--- src/rtl/vga_timing_gen_pkg.sv ---
// Shared VGA timing defaults (640x480@60 porches/sync) and small helpers used by the
// timing generator and by the renderer.
package vga_timing_gen_pkg;

  // Default 640x480@60 geometry, in pixels / lines.
  localparam int unsigned VGA_H_ACTIVE = 640;
  localparam int unsigned VGA_H_FP     = 16;
  localparam int unsigned VGA_H_SYNC   = 96;
  localparam int unsigned VGA_H_BP     = 48;
  localparam int unsigned VGA_V_ACTIVE = 480;
  localparam int unsigned VGA_V_FP     = 10;
  localparam int unsigned VGA_V_SYNC   = 2;
  localparam int unsigned VGA_V_BP     = 33;
  localparam bit          VGA_HS_POL   = 1'b0;
  localparam bit          VGA_VS_POL   = 1'b0;
  localparam int unsigned VGA_CNT_W    = 10;
  localparam int unsigned VGA_FRAME_W  = 8;

  // Registered per-pixel decode that must stay aligned with the coordinates.
  typedef struct packed {
    logic hsync;
    logic vsync;
    logic video_on;
  } sync_t;

  // Drive the active polarity while inside the sync window, the idle level otherwise.
  function automatic logic sync_level(input logic active, input logic pol);
    return active ? pol : ~pol;
  endfunction

endpackage

--- src/rtl/vga_timing_gen_pix_edge_det.sv ---
// Pixel-clock rising-edge detector. pix_clk is sampled as data on clk_in; rise is a
// combinational pulse for the clk_in cycle in which pix_clk is first seen high.
// Ports:
//   clk_in  - system clock
//   reset   - asynchronous, active-high
//   pix_clk - divided pixel clock, synchronous to clk_in
//   rise    - high for one clk_in cycle on each pix_clk rising edge
module vga_timing_gen_pix_edge_det (
  input  logic clk_in,
  input  logic reset,
  input  logic pix_clk,
  output logic rise
);

  logic pix_d;

  // Reset to 1 so a pix_clk already high when reset drops is not taken as an edge.
  always_ff @(posedge clk_in or posedge reset) begin
    if (reset) begin
      pix_d <= 1'b1;
    end else begin
      pix_d <= pix_clk;
    end
  end

  assign rise = pix_clk & ~pix_d;

endmodule

--- src/rtl/vga_timing_gen.sv ---
// VGA timing generator. Detects pixel-clock rising edges on clk_in and runs the
// horizontal/vertical counters, producing registered sync, blanking and coordinates.
// Optional feature macro: VGA_TIMING_FRAME_CNT_EN adds the frame_cnt output.
// Ports:
//   clk_in      - system clock (100 MHz)
//   reset       - asynchronous, active-high
//   enable      - 1 advances on pixel edges, 0 freezes counters and pulses
//   pix_clk     - divided pixel clock, used as data
//   hsync/vsync - registered syncs, polarity set by HS_POL/VS_POL
//   video_on    - registered, high inside the visible area
//   x, y        - pixel coordinates
//   pix_tick    - one-cycle pulse in the cycle after each counter advance
//   frame_start - one-cycle pulse with pix_tick when (x,y) becomes (0,0)
//   frame_cnt   - frames started, wrapping (VGA_TIMING_FRAME_CNT_EN only)
module vga_timing_gen
  import vga_timing_gen_pkg::*;
#(
  parameter int unsigned H_ACTIVE = VGA_H_ACTIVE,
  parameter int unsigned H_FP     = VGA_H_FP,
  parameter int unsigned H_SYNC   = VGA_H_SYNC,
  parameter int unsigned H_BP     = VGA_H_BP,
  parameter int unsigned V_ACTIVE = VGA_V_ACTIVE,
  parameter int unsigned V_FP     = VGA_V_FP,
  parameter int unsigned V_SYNC   = VGA_V_SYNC,
  parameter int unsigned V_BP     = VGA_V_BP,
  parameter bit          HS_POL   = VGA_HS_POL,
  parameter bit          VS_POL   = VGA_VS_POL,
  parameter int unsigned CNT_W    = VGA_CNT_W
`ifdef VGA_TIMING_FRAME_CNT_EN
  ,
  parameter int unsigned FRAME_W  = VGA_FRAME_W
`endif
) (
  input  logic             clk_in,
  input  logic             reset,
  input  logic             enable,
  input  logic             pix_clk,
  output logic             hsync,
  output logic             vsync,
  output logic             video_on,
  output logic [CNT_W-1:0] x,
  output logic [CNT_W-1:0] y,
  output logic             pix_tick,
  output logic             frame_start
`ifdef VGA_TIMING_FRAME_CNT_EN
  ,
  output logic [FRAME_W-1:0] frame_cnt
`endif
);

  localparam int unsigned H_TOTAL = H_ACTIVE + H_FP + H_SYNC + H_BP;
  localparam int unsigned V_TOTAL = V_ACTIVE + V_FP + V_SYNC + V_BP;

  localparam logic [CNT_W-1:0] H_LAST   = CNT_W'(H_TOTAL - 1);
  localparam logic [CNT_W-1:0] V_LAST   = CNT_W'(V_TOTAL - 1);
  localparam logic [CNT_W-1:0] H_VIS    = CNT_W'(H_ACTIVE);
  localparam logic [CNT_W-1:0] V_VIS    = CNT_W'(V_ACTIVE);
  localparam logic [CNT_W-1:0] HS_START = CNT_W'(H_ACTIVE + H_FP);
  localparam logic [CNT_W-1:0] HS_END   = CNT_W'(H_ACTIVE + H_FP + H_SYNC - 1);
  localparam logic [CNT_W-1:0] VS_START = CNT_W'(V_ACTIVE + V_FP);
  localparam logic [CNT_W-1:0] VS_END   = CNT_W'(V_ACTIVE + V_FP + V_SYNC - 1);

  logic             rise;
  logic             tick;
  logic [CNT_W-1:0] x_q, y_q, x_nxt, y_nxt;
  sync_t            sync_q, sync_nxt;
  logic             pix_tick_q, frame_start_q;
  logic             wrap_to_origin;

  vga_timing_gen_pix_edge_det u_edge_det (
    .clk_in  (clk_in),
    .reset   (reset),
    .pix_clk (pix_clk),
    .rise    (rise)
  );

  assign tick = rise & enable;

  // Position after one advance, plus the decode of that position. Decoding the next
  // value lets the syncs register on the same edge as the coordinates.
  always_comb begin
    x_nxt = x_q;
    y_nxt = y_q;
    if (x_q == H_LAST) begin
      x_nxt = '0;
      y_nxt = (y_q == V_LAST) ? '0 : y_q + 1'b1;
    end else begin
      x_nxt = x_q + 1'b1;
    end

    sync_nxt.hsync    = sync_level((x_nxt >= HS_START) && (x_nxt <= HS_END), HS_POL);
    sync_nxt.vsync    = sync_level((y_nxt >= VS_START) && (y_nxt <= VS_END), VS_POL);
    sync_nxt.video_on = (x_nxt < H_VIS) && (y_nxt < V_VIS);
  end

  assign wrap_to_origin = (x_nxt == '0) && (y_nxt == '0);

  // Reset parks on the last blanking pixel so the first edge lands on (0,0).
  always_ff @(posedge clk_in or posedge reset) begin
    if (reset) begin
      x_q           <= H_LAST;
      y_q           <= V_LAST;
      sync_q        <= '{hsync: ~HS_POL, vsync: ~VS_POL, video_on: 1'b0};
      pix_tick_q    <= 1'b0;
      frame_start_q <= 1'b0;
    end else begin
      pix_tick_q    <= tick;
      frame_start_q <= tick & wrap_to_origin;
      if (tick) begin
        x_q    <= x_nxt;
        y_q    <= y_nxt;
        sync_q <= sync_nxt;
      end
    end
  end

`ifdef VGA_TIMING_FRAME_CNT_EN
  logic [FRAME_W-1:0] frame_cnt_q;

  // Counts on the same edge that raises frame_start.
  always_ff @(posedge clk_in or posedge reset) begin
    if (reset) begin
      frame_cnt_q <= '0;
    end else if (tick && wrap_to_origin) begin
      frame_cnt_q <= frame_cnt_q + 1'b1;
    end
  end

  assign frame_cnt = frame_cnt_q;
`endif

  assign x           = x_q;
  assign y           = y_q;
  assign hsync       = sync_q.hsync;
  assign vsync       = sync_q.vsync;
  assign video_on    = sync_q.video_on;
  assign pix_tick    = pix_tick_q;
  assign frame_start = frame_start_q;

endmodule
--- config.mk ---
export PLATFORM = sky130hd
export DESIGN_NAME = vga_timing_gen
export DESIGN_NICKNAME = d
export VERILOG_FILES = /design/src/rtl/vga_timing_gen_pkg.sv /design/src/rtl/vga_timing_gen_pix_edge_det.sv /design/src/rtl/vga_timing_gen.sv
export SDC_FILE = /design/constraint.sdc
export NUM_CORES = 1
export LEC_CHECK = 0
export CAP_MARGIN = 20
export CORE_ASPECT_RATIO = 0.6
export CORE_MARGIN = 5
export CORE_UTILIZATION = 40
export CTS_CLUSTER_SIZE = 25
export DETAILED_ROUTE_END_ITERATION = 8
export PLACE_DENSITY = 0.65
export SYNTH_ARGS = -nofsm -noshare
export SYNTH_HDL_FRONTEND = slang
export SYNTH_SLANG_ARGS = --single-unit
--- constraint.sdc ---
create_clock -name clk_in -period 2.9 [get_ports clk_in]
set_clock_uncertainty 0.2 [all_clocks]
set_input_delay 0.29 -clock clk_in [delete_from_list [all_inputs] [get_ports clk_in]]
set_output_delay 0.29 -clock clk_in [all_outputs]
set_load 0.01 [all_outputs]
# ---- Yosys cells after proc, flatten, opt, wreduce, memory -nomap -nowiden
# Index checks and enable logic that the tools add are counted.
dict set report totals {
  register_bits 26
  in_bits 4
  output_inout_bits 25
  wordCells 33
}
dict set report op_classes {
  n_eq_ne 2
  addsub 2
  n_lt_le_gt_ge 6
  n_mux 5
  bitwise_logic 4
  reduce_logical 6
}
# op n
set op_table {}
lappend op_table {{$mux 10} 3}
lappend op_table {{$add 10x1->10 const B} 2}
lappend op_table {{$eq 10x10->1 const B} 2}
lappend op_table {{$logic_not 10->1} 2}
lappend op_table {{$ge 10x10->1 const B} 1}
lappend op_table {{$ge 10x9->1 const B} 1}
lappend op_table {{$le 10x10->1 const B} 1}
lappend op_table {{$le 10x9->1 const B} 1}
lappend op_table {{$lt 10x10->1 const B} 1}
lappend op_table {{$lt 10x9->1 const B} 1}
lappend op_table {{$logic_and 1x1->1} 4}
lappend op_table {{$and 1x1->1} 3}
lappend op_table {{$mux 1} 2}
lappend op_table {{$not 1->1} 1}

# ---- Depth between registers and ports, before layout
dict set report logic_depth {
  word_depth 6
  depth_mapped 9
}

# ---- By module
# A second synthesis with hierarchy kept.
dict set report hier_totals {
  hier_cells 202
  hier_area_um2 1744.2
}
# module cells_per_inst seq_area_each_um2 area_per_inst_um2 n_inst
set modules_own_cells {}
lappend modules_own_cells {vga_timing_gen 199 640.6 1700.4 1}
lappend modules_own_cells {vga_timing_gen_pix_edge_det 3 26.3 43.8 1}

# ---- Worst setup path after synthesis
# Ideal clock, no wire load.
dict set report synth_timing {
  kind {register to register}
  from {reg x_q[1], in the netlist x[1]}
  to {reg sync_q (netlist bit vsync)}
  period_less_slack_ns 2.657
  stages_incl_launch_ff 9
  required_ns 2.617
  setup_slack_ns 0.243
  setup_ns 0.083
  arrival_ns 2.373
  cell_sequence {dfstp_2 ha_1 and4_1 buf_4 nand3_2 nor3_2 o22ai_1 or4_1 o32a_1}
}
dict set report synth_between {
  elab_chain_len 5
  elab_cells_between_ends 6
}
# element line_no
set synth_lines {}
lappend synth_lines {{from (decl)} vga_timing_gen.sv:65} ;# logic [CNT_W-1:0] x_q, y_q, x_nxt, y_nxt;
lappend synth_lines {{from (signal assigned)} vga_timing_gen.sv:110} ;# x_q <= x_nxt;
lappend synth_lines {{$eq 10x10->1 *} vga_timing_gen.sv:84} ;# if (x_q == H_LAST) begin
lappend synth_lines {{$mux 10 *} vga_timing_gen.sv:84}
lappend synth_lines {{$ge 10x9->1 / $le 10x9->1 (equally long branches)} vga_timing_gen.sv:92} ;# sync_nxt.vsync = sync_level((y_nxt >= VS_START) && (y_nxt <= VS_END), VS_POL);
lappend synth_lines {{$logic_and 1x1->1 *} vga_timing_gen.sv:92}
lappend synth_lines {{$mux 1 *} vga_timing_gen_pkg.sv:28} ;# return active ? pol : ~pol;
lappend synth_lines {{to (signal assigned)} vga_timing_gen.sv:103} ;# sync_q <= '{hsync: ~HS_POL, vsync: ~VS_POL, video_on: 1'b0};
lappend synth_lines {{to (signal assigned)} vga_timing_gen.sv:112} ;# sync_q <= sync_nxt;
lappend synth_lines {{to (decl)} vga_timing_gen.sv:66} ;# sync_t sync_q, sync_nxt;
# Every way passes the cells marked *; elsewhere a longest branch is shown, timed or not.
# A chain may end at the register's enable or synchronous reset.

# ---- Worst setup path after layout
dict set report layout_timing {
  from {reg y_q[0], in the netlist y[0]}
  to {reg sync_q (netlist bit vsync)}
}
dict set report layout_between {
  elab_chain_len 6
  elab_cells_between_ends 8
}
# element line_no
set layout_lines {}
lappend layout_lines {{from (decl)} vga_timing_gen.sv:65}
lappend layout_lines {{from (signal assigned)} vga_timing_gen.sv:111} ;# y_q <= y_nxt;
lappend layout_lines {{$add 10x1->10 / $eq 10x10->1 (equally long branches)} vga_timing_gen.sv:86} ;# y_nxt = (y_q == V_LAST) ? '0 : y_q + 1'b1;
lappend layout_lines {{$mux 10} vga_timing_gen.sv:86}
lappend layout_lines {{$mux 10 *} vga_timing_gen.sv:84}
lappend layout_lines {{$ge 10x9->1 / $le 10x9->1 (equally long branches)} vga_timing_gen.sv:92}
lappend layout_lines {{$logic_and 1x1->1 *} vga_timing_gen.sv:92}
lappend layout_lines {{$mux 1 *} vga_timing_gen_pkg.sv:28}
# Marked as above.

==> metrics.md <==
| Metric | Value |
|---|---|
| Status | `completed` |
| CP Buf/Inv Count | `0` |
| Unrepaired setup endpoints after global routing | `no` |
| Total CTS buffers | `3` |
| Final hold slack | `156 ps` |
| Final #Nets | `236` |
| Vias | `1562` |
| Netlist cell types | `47` |
| Post CTS Setup Buffer Count | `0` |
| DP HPWL | `3210 um` |
| Setup Viol. Count Final | `0` |
| Antenna violations before repair | `0` |
| DRT iter0 DRCs | `119` |
| Mux share of post-synthesis cell area | `0` |
| Switching share of power | `0.319` |
| Largest net degree at the start of global routing | `27` |
| DRT Wirelength | `4300 um` |
| Synth cell count leaders | `24 x nand2_1, 19 x o21ai_0, 13 x dfrtp_1, 13 x dfstp_2, 12 x xnor2_1` |
| Syn nets | `208` |
| Startpoint Class | `flop` |
| Peak VDD IR | `0.000423 V` |
| FP Rows | `18` |
| CP max-delay cell | `or4_1` |
| Synthesized instance count | `199` |
| CTS tree | `yes` |
| P_int | `714 uW` |
| H-tree depth | `1` |
| Max Slew Vio Count | `0` |
| Vias in the first global route | `1413` |
| Syn Area/Cell | `8.76 sq um` |
| Sequential area share after synthesis | `0.383` |
| Total Routing Usage GR | `0.160` |
| Die width | `95.2 um` |
| RR Endpoint | `vsync` |
| Initial Utilization | `0.418` |
| Required time of the critical path | `2910 ps` |
| Lkg Pwr | `0.000821 uW` |
| Multi-input gate area | `966 sq um` |
| Adder-cell share of the synthesized area | `0.0359` |
| Vias/cell | `5.46` |
| Hold WC Path Type | `primary input to async pin` |
| EDFF count, synth | `0` |
| Gpl congestion | `0.874` |
| CTS clk-pin slew, worst paths | `90 ps` |
| Grt total ovfl | `0` |
| Dominant synthesized flop cell | `dfstp_2` |
| Register area | `667 sq um` |
| Slew @ Worst Pin | `458 ps` |
| Max Root-Sink Buffers | `2` |
| Reg2Reg Depth | `7` |
| Period utilization | `0.913` |
| Die Y | `61.1 um` |
| Clk_lat worst skew | `280 ps` |
| Power per Cell Area | `489 mW/mm^2` |
| Total Die Area | `0.00582 sq mm` |
| Layout area overhead | `23.0%` |
| Maximum fanout along the worst path | `8` |
| R2R setup slack | `250 ps` |
| Finished Layout Cells | `286` |
| Net switching power | `335 uW` |
| Max-Cap Viols | `0` |
| Power share of the clock group | `0.232` |
| Root Buffer | `clkbuf_8` |
| FFs w/ async S/R, synth | `1.00` |
| Crit end category | `flop` |
| Netlist Area Pre-Place | `0.00174 sq mm` |
| Cell chain of the critical path | `ha_1, and4_1, nand2_1, nor3_2, o22ai_1, or4_1, o32a_1` |
| Rel. slew slack | `0.690` |
| Worst path max stage delay | `520 ps` |
| Min cycle time layout | `2650 ps` |
| Clock Sinks | `26` |
| DR WL/cell | `15.0 um` |
| Antenna Violating Nets Remaining | `0` |
| IO buf count | `28` |
| Post-CTS Hold Buffers | `0` |
| WP data arrival | `2660 ps` |
| Fmax | `0.378 GHz` |
| TNS Setup | `0 ps` |
| Gate power share | `0.272` |
| Stages on worst setup path | `7` |
| Dpl cells | `282` |
| Layout cells sized above 1 | `0.137` |
| DRT Pass-1 Iters | `4` |
| XOR/XNOR share of the synthesized area | `0.0653` |
| I/O pin cnt | `29` |
| Cell taking the most area after synthesis | `dfstp_2` |
| Main combinational cell family by area after synthesis | `simple AND/OR/NAND/NOR gates` |
| Setup CP Type | `flop to flop` |
| RR Startpoint | `y[0]` |
| Core Footprint | `0.00417 sq mm` |
| Most frequent cell after synthesis | `nand2_1` |
| Layout filler cell count | `409` |
| Post-synthesis simple-gate area fraction | `0.285` |
| First-pass GRT wire length | `7180 um` |
| Sequential power share | `0.496` |
| Synth Area in Compound Gates | `0.168` |
| N_diodes | `0` |
| DRC | `0` |
| Synth top area cells | `dfstp_2 20%, dfrtp_1 19%, xnor2_1 6.0%` |
| PostCTS Resize Cnt | `0` |
| Hold Vio Cnt, Final | `0` |
| Delay-heaviest family, CP | `simple AND/OR/NAND/NOR gates` |
| Post-synth top area share | `0.196` |
| Seq cells post-synth | `26` |
| YS warnings | `0` |
==> worst max path at each step <==
stage / startpoint / endpoint
floorplan: x[1] / vsync
global placement: y[0] / vsync
detailed placement: y[0] / vsync
CTS: y[0] / vsync
global route: y[0] / vsync
finish: y[0] / vsync
==> logic make-up (layout without fill, tap and decap cells) <==
group,after synthesis,after routing
buffers and inverters,23,50
xor gates and xnor gates,13,13
adders and majority gates,5,5
and+or+nand+nor,85,85
AOI/OAI and AO/OA,47,47
DFF,26,26
==> tightest hold or removal path, delay by kind of cell <==
family / cells / cell delay (ps)
buffers and inverters: 3 / 750
==> registers in the layout (all words and copies together), names as in the netlist <==
signal            cells
hsync                 1
vsync                 1
u_edge_det.pix_d      1
frame_start           1
x                    10
y                    10
video_on              1
pix_tick              1
==> cells in the final DEF (no fill, tap or decap), drive strengths merged, types with 2 or more instances in the layout <==
master	Yosys	routed
a211oi	2	2
a21oi	8	8
a31oi	4	4
and2	2	2
and3	9	9
and4	4	4
and4b	3	3
buf	8	9
clkbuf	6	4
clkdlybuf4s50	0	28
dfrtp	13	13
dfstp	13	13
ha	5	5
inv	9	9
nand2	24	24
nand2b	2	2
nand3	11	11
nand4	6	6
nor2	8	8
nor3	4	4
nor4	2	2
nor4b	3	3
o2111ai	2	2
o21ai	19	19
o22ai	3	3
or4	2	2
xnor2	12	12
==> power groups by stage <==
stage	clock network (uW)	registers (uW)	logic, uW
final	244	520	285
after global routing	266	534	310
after CTS	254	519	287
after detailed placement	0	525	285
after global placement	0	521	285
after floorplan	0	510	166
==> routing by layer <==
layer / GRT usage / part of all wire / vias to the layer above
met5: 0 / 0 / -
met4: 0.0226 / 0.0049 / 0
met3: 0.0440 / 0.078 / 4
met2: 0.215 / 0.38 / 47
met1: 0.254 / 0.53 / 728
li1: - / - / 783
==> cell type report <==
type,instances,area share
Clock buffer,4,0.0257
Timing Repair Buffer,37,0.162
Tap cell,60,0.0350
Multi-Input combinational cell,150,0.450
Inverter,9,0.0158
Sequential cell,26,0.311
==> through the flow <==
stage,total power (uW),setup WS [ps],area (sq um),utilization
after floorplan,676,243,1740,-
after CTS,1060,256,2140,0.515
after global placement,806,304,2090,0.502
final,1050,253,2140,0.515
after global routing,1110,54.8,2140,0.515
after detailed placement,811,273,2090,0.502
(Power assumes the default switching activity.)
